==> config.mk <==
export PLATFORM = sky130hd
export DESIGN_NAME = iic_wr_sched
export DESIGN_NICKNAME = d
export VERILOG_FILES = /design/src/rtl/iic_wr_sched.sv
export SDC_FILE = /design/constraint.sdc
export NUM_CORES = 1
export LEC_CHECK = 0
export ABC_AREA = 0
export CORE_ASPECT_RATIO = 0.9
export CORE_MARGIN = 2
export CORE_UTILIZATION = 40
export CTS_BUF_LIST = sky130_fd_sc_hd__clkbuf_16
export DETAILED_ROUTE_END_ITERATION = 8
export PLACE_DENSITY_LB_ADDON = 0.25
export SKIP_LAST_GASP = 1
export SYNTH_ARGS = -nofsm -noshare
export SYNTH_HDL_FRONTEND = slang
export SYNTH_SLANG_ARGS = --single-unit
==> constraint.sdc <==
create_clock -name clk -period 1.5 [get_ports clk]
set_input_delay 0.3 -clock clk [delete_from_list [all_inputs] [get_ports clk]]
set_output_delay 0.3 -clock clk [all_outputs]
set_load 0.02 [all_outputs]
==> src/rtl/iic_wr_sched.sv <==
// Two-requester IIC register-write scheduler: round-robin grant, then one byte-serial write.
// States: IDLE arbitrate | DEV addr+W, START | REGH/REGL register address | DATA payload, STOP | DRAIN wait tx idle
module iic_wr_sched #(
    parameter int ADDR_BYTES = 1
) (
    input  logic        clk,
    input  logic        rst_n,
    input  logic        req0_valid,
    output logic        req0_ready,
    input  logic [6:0]  req0_dev,
    input  logic [15:0] req0_reg,
    input  logic [7:0]  req0_data,
    input  logic        req1_valid,
    output logic        req1_ready,
    input  logic [6:0]  req1_dev,
    input  logic [15:0] req1_reg,
    input  logic [7:0]  req1_data,
    output logic [7:0]  tx_data,
    output logic        tx_start,
    output logic        tx_stop,
    output logic        tx_valid,
    input  logic        tx_ready,
    output logic        busy,
    output logic        grant_id,
    output logic        done,
    output logic [15:0] xfer_count
);

    typedef enum logic [2:0] {IDLE, DEV, REGH, REGL, DATA, DRAIN} state_t;

    state_t      state_q;
    logic        tx_valid_q;
    logic [7:0]  tx_data_q;
    logic        tx_start_q;
    logic        tx_stop_q;
    logic        busy_q;
    logic        grant_q;
    logic [15:0] reg_q;
    logic [7:0]  data_q;
    logic [15:0] count_q;
    logic [15:0] count_d;

    logic        take;
    logic        pick1;
    logic        accept;
    logic        drain_done;
    logic [6:0]  sel_dev;
    logic [15:0] sel_reg;
    logic [7:0]  sel_data;

    always_comb begin
        take       = tx_valid_q && tx_ready;
        // grant_q==0 means requester 0 went last, so requester 1 wins a tie
        pick1      = req1_valid && (!req0_valid || !grant_q);
        accept     = (state_q == IDLE) && (req0_valid || req1_valid);
        drain_done = (state_q == DRAIN) && tx_ready;
        count_d    = drain_done ? count_q + 16'd1 : count_q;
        sel_dev    = pick1 ? req1_dev  : req0_dev;
        sel_reg    = pick1 ? req1_reg  : req0_reg;
        sel_data   = pick1 ? req1_data : req0_data;
    end

    always_ff @(posedge clk or negedge rst_n) begin
        if (!rst_n) begin
            state_q    <= IDLE;
            tx_valid_q <= 1'b0;
            tx_data_q  <= '0;
            tx_start_q <= 1'b0;
            tx_stop_q  <= 1'b0;
            busy_q     <= 1'b0;
            grant_q    <= 1'b1;
            reg_q      <= '0;
            data_q     <= '0;
            count_q    <= '0;
        end else begin
            count_q <= count_d;
            case (state_q)
                IDLE: begin
                    if (accept) begin
                        grant_q    <= pick1;
                        busy_q     <= 1'b1;
                        reg_q      <= sel_reg;
                        data_q     <= sel_data;
                        tx_data_q  <= {sel_dev, 1'b0};
                        tx_start_q <= 1'b1;
                        tx_stop_q  <= 1'b0;
                        tx_valid_q <= 1'b1;
                        state_q    <= DEV;
                    end
                end
                DEV: begin
                    if (take) begin
                        tx_valid_q <= 1'b0;
                        tx_start_q <= 1'b0;
                        if (ADDR_BYTES == 2) begin
                            state_q   <= REGH;
                            tx_data_q <= reg_q[15:8];
                        end else begin
                            state_q   <= REGL;
                            tx_data_q <= reg_q[7:0];
                        end
                    end else begin
                        tx_valid_q <= 1'b1;
                    end
                end
                REGH: begin
                    if (take) begin
                        tx_valid_q <= 1'b0;
                        tx_data_q  <= reg_q[7:0];
                        state_q    <= REGL;
                    end else begin
                        tx_valid_q <= 1'b1;
                    end
                end
                REGL: begin
                    if (take) begin
                        tx_valid_q <= 1'b0;
                        tx_data_q  <= data_q;
                        tx_stop_q  <= 1'b1;
                        state_q    <= DATA;
                    end else begin
                        tx_valid_q <= 1'b1;
                    end
                end
                DATA: begin
                    if (take) begin
                        tx_valid_q <= 1'b0;
                        tx_stop_q  <= 1'b0;
                        state_q    <= DRAIN;
                    end else begin
                        tx_valid_q <= 1'b1;
                    end
                end
                DRAIN: begin
                    if (tx_ready) begin
                        busy_q  <= 1'b0;
                        state_q <= IDLE;
                    end
                end
                default: state_q <= IDLE;
            endcase
        end
    end

    assign req0_ready = rst_n && accept && !pick1;
    assign req1_ready = rst_n && accept && pick1;
    assign tx_data    = tx_data_q;
    assign tx_start   = tx_start_q;
    assign tx_stop    = tx_stop_q;
    assign tx_valid   = tx_valid_q;
    assign busy       = busy_q;
    assign grant_id   = grant_q;
    assign done       = drain_done;
    assign xfer_count = count_q;

endmodule

==> out/qor.yml, run 1 <==
outcome:
  outcome: "complete, but fails checks"
  failed_checks: "negative setup slack"
floorplanning:
  fp.dieW_um: 88.8
  ios: 99
  initial_core_util_pct: 41.9
  fp.coreArea_um2: 6180
  std_cell_rows: 27
  chipHeight_um: 80.3
  die-area_um2: 7130
placed_design:
  placedInstanceArea_um2: 3650
  place_congestion: 0.820
  dp_cells: 419
  dp_hpwl_um: 4580
  io_buffer_count: 82
global_route:
  grt.busiest_layer: "met2"
  met1_usage_pct: 25.9
  gr-usage-all-layers_pct: 18.1
  grt_max_degree: 34
  grt-ovfl-total: 0
  antenna_found_initial: 0
  grt_pass1_wl_um: 9870
  use_met3_pct: 3.19
  grt_pass1_vias: 2019
  met2_usage_pct: 27.8
layout:
  regArea_um2: 1200
  nNetsFinal: 415
  fill_cells: 528
  antenna-diode-count: 0
  area_delta_synth_final_pct: 51.8
  final_cells: 435
  drive_gt1_share_pct: 25.0
  multi_input_comb_area_um2: 1390
  design_area_um2: 3930
drt:
  via_per_inst: 4.97
  ant_nets: 0
  routed_wl_um: 6110
  drt_iter0_drc: 141
  drc_errors: 0
  drt_first_pass_iters: 4
  via_count: 2163
  post_drt_wl_per_cell_um: 14.0
logic_synthesis:
  yosysUniqueCellTypes: 40
  synth_area_per_cell_um2: 10.9
  ys.flop_type: "dfrtp_1"
  synth_top_cell_by_area: "dfrtp_1"
  ys_ff_latch: 48
  synth.area.top_cells: "dfrtp_1, mux2i_1, mux2_2"
  synth_edf_count: 0
  synth_nets: 306
  synthCells: 238
  netlist_area_um2: 2590
  synth-async-reset-ratio_pct: 100
  yosysSeqAreaShare_pct: 46.5
  synth_top_area_share_pct: 45.5
  synthTopCellsByCount: "dfrtp_1, mux2i_1, nor2_1, a21oi_1, nand2_1"
  synth_most_common_cell: "dfrtp_1"
  yosysWarnings: 0
timing:
  fin_crit_ns: 1.71
  worst-slew-pin-transition_ns: 0.329
  max_slew_margin_pct: 78.0
  hold_viol: 0
  setup_viol_count_final: 17
  fin_ws_ns: -0.210
  tns_ns: -2.04
  fin_worst_skew_ns: 0.00140
  holdWs_ns: 0.0521
  rsz0062_at_grt: "true"
  fin_crit_sh_pct: 114
  max_freq_ghz: 0.585
  finalMaxSlewViolations: 0
clock_tree:
  cts.sinks: 48
  clk_latency_ns: 0.28
  clockBufferDepth: 2
  clk_pin_slew_ns: 0.06
  h-tree-depth: 2
  cts_hold_buf: 0
  cts-root-buf: "clkbuf_16"
  cts_made_buffers: 5
  cts_tree: "yes"
power:
  vdd_drop_max_mv: 0.629
  power.density_nw_per_um2: 1660
  leakage_nw: 1.83
worst_setup_path:
  crit_fanout: 2
  cp-end-kind: "output port"
  crit_type: "reg -> out"
  cp-start-kind: "flip-flop"
  required_ns: 1.20
  critical_path_arrival_ns: 1.41
run:
  drv_cap: 0
min_path:
  hp-class: "in -> async"
## flip-flops by register name, summed over array words and instances (netlist names)
name and count:
tx_start 1, tx_data 8, tx_valid 1, busy 1, tx_stop 1, data_q 8
reg_q 8, grant_id 1, xfer_count 16, state_q 3
## metrics by stage
step / power [W] / utilization, % / setup slack [ns]
global placement: 0.00525 / 59.0 / -0.662
finish: 0.00651 / 63.5 / -0.210
CTS: 0.00648 / 62.7 / -0.209
global route: 0.00692 / 63.5 / -0.266
floorplan: 0.00422 / - / -0.206
detailed placement: 0.00533 / 59.0 / -0.693
## layout make-up
| type | instances | share of cell area (%) |
|---|---|---|
| inverter | 2 | 0.191 |
| multi-input combinational | 173 | 35.3 |
| sequential | 48 | 30.6 |
| clock inverter | 3 | 0.287 |
| timing repair buffer | 117 | 27.6 |
| tap | 87 | 2.77 |
| clock buffer | 5 | 3.19 |
## layout by cell type (no fill, tap or decap), types with 2 or more instances in the layout
cell type,synthesis,routed
a21oi_1,19,19
a22oi_1,8,3
a22oi_2,0,5
a31oi_1,2,2
buf_12,0,2
buf_2,4,2
buf_4,4,28
buf_6,5,8
clkbuf_16,0,5
clkdlybuf4s50_1,0,47
dfrtp_1,47,46
dlygate4sd2_1,0,30
inv_1,1,3
mux2_2,13,7
mux2_4,5,11
mux2i_1,24,22
mux2i_2,0,2
nand2_1,16,16
nand3_1,4,4
nand4_1,6,6
nor2_1,24,22
nor2b_4,0,2
nor3_2,2,2
nor4_4,1,2
o21ai_0,12,10
o21ai_1,0,2
xnor2_1,12,12
xor2_1,5,5
## power breakdown
| group | total [W] | switching, W | leakage, nW | internal (W) |
|---|---|---|---|---|
| Clock | 0.00102 | 0.000424 | 0.0738 | 0.000599 |
| Sequential | 0.00210 | 0.000317 | 0.579 | 0.00178 |
| Combinational | 0.00339 | 0.00162 | 1.17 | 0.00177 |
| Total | 0.00651 | 0.00236 | 1.83 | 0.00415 |
## critical path, cell delays in order (launching register included)
cell and delay [ns]:
dfrtp_1 0.40, nor3_2 0.25, nor2b_4 0.19, and3b_2 0.19
buf_6 0.11
## layer usage
layer	routed length (um)	part of all wire, %
met5	0	0
met4	57	0.93
met3	361	5.9
met2	2770	45
met1	2920	48
## timing repair
item / CTS / global route
cloned: 0 / 0
buffers inserted: 8 / 1
setup endpoints to repair: 55 / 35
pin swaps: 4 / 3
gates resized for setup: 65 / 14
hold endpoints to repair: 0 / 0
## logic make-up after synthesis
kind of cell             count (synthesis)  synth area share [%]
multiplexers                            42                  17.8
flip-flops                              48                  46.5
AND/OR/NAND/NOR                         67                  14.4
XOR/XNOR                                17                  5.75
adder cells (fa/ha/maj)                  1                 0.483
AO/OA/AOI/OAI                           46                  10.3
buffers and inverters                   17                  4.69
## final timing paths
kind                           startpoint             end  slack, ns  depth (start not counted)
setup / recovery               state_q[1]      req0_ready      -0.21                          4
hold / removal                      rst_n         tx_stop       0.05                          2
setup reg to reg               state_q[1]      tx_data[1]      -0.17                          6
hold reg to reg            xfer_count[15]  xfer_count[15]       0.47                          1
max in group asynchronous           rst_n        grant_id       1.17                          2
min in group clk               req0_valid        grant_id       0.44                          2
No activity file was read; power rests on OpenSTA's default activity.
==> inputs of run 2 (changes only) <==
--- a/config.mk
+++ b/config.mk
@@ -8,7 +8,7 @@
 export ABC_AREA = 0
 export CORE_ASPECT_RATIO = 0.9
 export CORE_MARGIN = 2
-export CORE_UTILIZATION = 40
+export CORE_UTILIZATION = 44
 export CTS_BUF_LIST = sky130_fd_sc_hd__clkbuf_16
 export DETAILED_ROUTE_END_ITERATION = 8
 export PLACE_DENSITY_LB_ADDON = 0.25
==> constraint.sdc (replaced) <==
create_clock -name clk -period 1.8 [get_ports clk]
set_input_delay 0.36 -clock clk [delete_from_list [all_inputs] [get_ports clk]]
set_output_delay 0.36 -clock clk [all_outputs]
set_load 0.02 [all_outputs]
==> out/qor.yml, run 2 (same netlist as run 1, synthesis figures left out) <==
outcome:
  outcome: "complete, no violations"  # was complete, but fails checks
floorplanning:
  fp.dieW_um: 84.8  # was 88.8 um
  fp.coreArea_um2: 5690  # was 6180 um^2
  initial_core_util_pct: 45.5  # was 41.9%
  ios: 99  # unchanged
  die-area_um2: 6510  # was 7130 um^2
  chipHeight_um: 76.8  # was 80.3 um
  std_cell_rows: 26  # was 27
timing:
  setup_viol_count_final: 0  # was 17
  rsz0062_at_grt: "true"  # unchanged
  tns_ns: 0  # was -2.04 ns
  fin_crit_sh_pct: 97.7
  max_slew_margin_pct: 66.3  # was 78.0%
  finalMaxSlewViolations: 0  # unchanged
  fin_worst_skew_ns: 0.00418  # was 0.00140 ns
  fin_crit_ns: 1.76
  hold_viol: 0  # unchanged
  worst-slew-pin-transition_ns: 0.506  # was 0.329 ns
  max_freq_ghz: 0.569
worst_setup_path:
  crit_fanout: 2  # unchanged
  cp_top_family: "simple AND/OR/NAND/NOR gates"  # unchanged
  crit_buf_inv: 1  # unchanged
  worst_path_max_delay_cell: "dfrtp_1"  # unchanged
  slowest_delay_ns: 0.39  # was 0.40 ns
  cp-end-kind: "output port"  # unchanged
  required_ns: 1.44  # was 1.20 ns
  cp_cell_sequence: "nor3_2, nor2b_2, and3b_1, buf_2"  # was nor3_2, nor2b_4, and3b_2, buf_6
  critical_path_arrival_ns: 1.40  # was 1.41 ns
  cp-start-kind: "flip-flop"  # unchanged
  crit_type: "reg -> out"  # unchanged
placed_design:
  place_congestion: 0.784  # was 0.820
  io_buffer_count: 82  # unchanged
  dp_cells: 396  # was 419
  dp_hpwl_um: 4340  # was 4580 um
layout:
  final_cells: 406  # was 435
  largest_register_ff_count: 16  # unchanged
  antenna-diode-count: 0  # unchanged
  fill_cells: 475  # was 528
  drive_gt1_share_pct: 19.3  # was 25.0%
  final_cell_mix: "clkdlybuf4s50_1, dfrtp_1, nor2_1, mux2i_1, buf_4"  # was clkdlybuf4s50_1, dfrtp_1, dlygate4sd2_1
  layout_commonest_cell: "clkdlybuf4s50_1"  # unchanged
  utilization_pct: 66.1  # was 63.5%
  nNetsFinal: 404  # was 415
  area_delta_synth_final_pct: 45.4  # was 51.8%
global_route:
  antenna_found_initial: 0  # unchanged
  grt_pass1_vias: 2135  # was 2019
  grt_max_degree: 40  # was 34
  grt_pass1_wl_um: 10300  # was 9870 um
  grt-ovfl-total: 0  # unchanged
  gr-usage-all-layers_pct: 19.5  # was 18.1%
drt:
  ant_nets: 0  # unchanged
  post_drt_wl_per_cell_um: 14.7  # was 14.0 um
  via_count: 2127  # was 2163
  drt_first_pass_iters: 4  # unchanged
  drc_errors: 0  # unchanged
  drt_iter0_drc: 105  # was 141
  via_per_inst: 5.24  # was 4.97
  routed_wl_um: 5970  # was 6110 um
clock_tree:
  cts_hold_buf: 0  # unchanged
  h-tree-depth: 2  # unchanged
  clk_latency_ns: 0.28  # about the same
  cts_tree: "yes"  # unchanged
  clockBufferDepth: 2  # unchanged
  clk_pin_slew_ns: 0.06  # about the same
  cts_made_buffers: 5  # unchanged
  cts-root-buf: "clkbuf_16"  # unchanged
  cts.sinks: 48  # unchanged
power:
  leakage_nw: 1.68  # was 1.83 nW
  p_total_w: 0.00515  # was 0.00651 W
  vdd_drop_max_mv: 0.934  # was 0.629 mV
  power.density_nw_per_um2: 1370  # was 1660 nW/um^2
min_path:
  hp-class: "in -> async"  # unchanged
run:
  drv_cap: 0  # unchanged
run 2: cell types whose count changed in the layout (fill, tap and decap cells not counted), moves of 6 or more:
cell	before	now
clkdlybuf4s50_1	47	71
mux2_2	7	13
buf_6	8	1
mux2_4	11	5
dlygate4sd2_1	30	2
buf_4	28	21
run 2: worst paths after layout:
| path | from | to | slack [ns] | cells after the start |
|---|---|---|---|---|
| setup / recovery | state_q[2] | req0_ready | 0.04 | 4 |
| hold reg to reg | xfer_count[15] | xfer_count[15] | 0.47 | 1 |
| hold / removal | rst_n | state_q[0] | 0.04 | 2 |
| max in group asynchronous | rst_n | xfer_count[8] | 1.25 | 2 |
| setup reg to reg | state_q[1] | xfer_count[12] | 0.05 | 7 |
| min in group clk | xfer_count[15] | xfer_count[15] | 0.47 | 1 |
run 2: report_power, final:
group | leakage, nW | switching (W) | internal (W)
Combinational | 1.03 | 0.00117 | 0.00133
Clock | 0.0648 | 0.000371 | 0.000497
Sequential | 0.580 | 0.000301 | 0.00148
run 2: worst register-to-register path: cells and delay by family, from the launching register on:
kind          cells  cell delay, ns
simple gates      3            0.57
buf+inv           3            0.55
flops             1            0.40
xor+xnor          1            0.12
run 2: repair_timing:
action                                  4_1_cts  5_1_grt
resized for setup                            16       15
endpoints found under the setup margin       15       20
pin swaps                                     0        3
setup buffers                                 0        3
run 2: metrics by stage:
step	hold slack [ns]	cell area (um^2)	worst slack, ns
final	0.0411	3760	0.0420
after global routing	0.0477	3760	-0.0390
after CTS	0.0476	3690	-0.110
after detailed placement	0.346	3550	-0.506
after global placement	0.340	3550	-0.478
after floorplan	0.0644	2590	0.000866
run 2: cell type report:
class	count	area, um^2	area share [%]
clock buffers	5	125	3.33
clock inverters	2	7.51	0.200
inverters	2	7.51	0.200
multi-input cells	173	1310	34.7
flip-flops and latches	48	1200	32.0
well taps	70	87.6	2.33
repair buffers	106	1030	27.3
run 2: metal layers:
| metal | GRT usage, % | up-vias | routed length [um] |
|---|---|---|---|
| met5 | 0 | - | 0 |
| met4 | 4.76 | 0 | 47 |
| met3 | 4.09 | 5 | 297 |
| met2 | 32.0 | 53 | 2880 |
| met1 | 26.6 | 1023 | 2740 |
| li1 | - | 1046 | - |
==> RTL change: new RTL, flow settings as in run 2 <==
Encoding of `state_t`: now one-hot (6 bits for 6 states).
--- a/src/rtl/iic_wr_sched.sv
+++ b/src/rtl/iic_wr_sched.sv
@@ -27,5 +27,5 @@
 );
 
-    typedef enum logic [2:0] {IDLE, DEV, REGH, REGL, DATA, DRAIN} state_t;
+    typedef enum logic [5:0] {IDLE = 6'b000001, DEV = 6'b000010, REGH = 6'b000100, REGL = 6'b001000, DATA = 6'b010000, DRAIN = 6'b100000} state_t;
 
     state_t      state_q;
Function: same outputs for any inputs over 10 cycles, from zero or initial values and one cycle with rst_n low; not proved beyond that.
==> RTL change against run 2 <==
The run now ends with setup timing left. Global-route usage grew 1.0 points. Cell area grew 4.3%. Die area is 3.4% lower. Power grew 5.2%. Clock skew increased by 0.0017 ns. Count of clock-buffer cells in the layout did not move. Final cell count up 2.2%. Area after synthesis fell by 3.5%. Critical endpoint is now tx_start. Maximum frequency decreased by 7.1%. Routed wire length up 6.5%. Critical path depth is 1 higher. Sequential cell count up 2. Setup slack lost 0.14 ns.
==> RTL change: results (changes against run 2) <==
{| class="wikitable"
! Metric !! Value
|-
| Final setup vio count || 16 (+16)
|-
| Total met3 wirelength after detailed routing || 421 um (+42%)
|-
| Worst IR Drop VDD || 914 uV (-2.1%)
|-
| Total cell area at the placement stage || 0.00356 mm2 (+0.35%)
|-
| Leak pwr || 0.00179 uW (+7.0%)
|-
| Via density per instance || 5.29 (+1.0%)
|-
| CP max stage cell || or4_4
|-
| Weighted congestion at the end of routability-driven global placement || 0.858 (+9.5%)
|-
| Mapped Nets || 297 (-2.9%)
|-
| Worst setup slack after placement || -0.551 ns (-0.0456 ns)
|-
| Failing checks || setup timing
|-
| Maximum fanout along the worst path || 4 (+2)
|-
| Final Net Count || 412 (+2.0%)
|-
| First-pass iteration count of the detailed router || 5 (+1)
|-
| Launching point of the worst reg2reg path || state_q[3]
|-
| Resize count post-CTS || 38 (+22)
|-
| Vias in the first global route || 2,155 (+0.94%)
|-
| Final setup margin || -0.0932 ns (-0.135 ns)
|-
| Endpoint arrival time on the critical path || 2.12 ns (+0.72 ns)
|-
| GR Layer Usage met1 || 0.251 (-0.0156)
|-
| Fraction of layout cells with a size suffix above 1 || 0.232 (+0.0384)
|-
| Tightest slew margin relative to the limit || 0.575 (-0.0878)
|-
| GR met3 Demand/Resource || 0.0444 (+0.00352)
|-
| Ranking of synthesized cells by instance count || 48 x dfrtp_1, 23 x mux2i_1, 23 x nand2_1
|-
| Iteration-0 DRC count of the detailed router || 70 (-33%)
|-
| Status || finished, violations left
|}
[RTL change: kinds of logic after synthesis]
logic type,count (synthesis),synth area share
AO/OA/AOI/OAI,35,0.0992
XOR/XNOR,16,0.0561
adder cells (fa/ha/maj),1,0.00501
buffers and inverters,24,0.0391
flip-flops,50,0.502
multiplexers,32,0.134
AND/OR/NAND/NOR,71,0.164
[RTL change: per-stage QoR]
stage               instances  power [uW]  setup TNS (ns)  hold WS, ns
floorplan                 229        3130               0       0.0644
global placement          395        4040           -9.32        0.459
detailed placement        395        4110           -9.82        0.471
CTS                       414        5320          -0.782        0.290
global route              415        5740           -2.29        0.330
finish                    415        5420          -0.757        0.273
[RTL change: path summary, 6_finish.rpt]
| path | slack, ns | to | depth (start not counted) |
|---|---|---|---|
| max | -0.09 | tx_start | 5 |
| min in group clk | 0.48 | xfer_count[15] | 1 |
| max reg2reg | -0.09 | tx_start | 5 |
| max in group asynchronous | 1.06 | state_q[3] | 2 |
| min reg2reg | 0.48 | xfer_count[15] | 1 |
| min | 0.27 | xfer_count[5] | 2 |
[RTL change: power by group through the flow]
| stage | sequential (uW) | combinational (uW) | clock, uW |
|---|---|---|---|
| 2_1_floorplan | 1860 | 1280 | 0 |
| 3_3_place_gp | 1750 | 2290 | 0 |
| 3_5_place_dp | 1760 | 2350 | 0 |
| 4_1_cts | 1750 | 2640 | 939 |
| 5_1_grt | 1800 | 2960 | 982 |
| 6_report | 1760 | 2740 | 925 |
[RTL change: final cells by class]
| type | count | area (um2) |
|---|---|---|
| clock buffer | 5 | 125 |
| tap | 70 | 87.6 |
| timing repair buffer | 120 | 1150 |
| sequential | 50 | 1250 |
| multi-input combinational | 155 | 1230 |
| inverter | 12 | 45.0 |
| clock inverter | 3 | 21.3 |
| fill | 419 | 1640 |
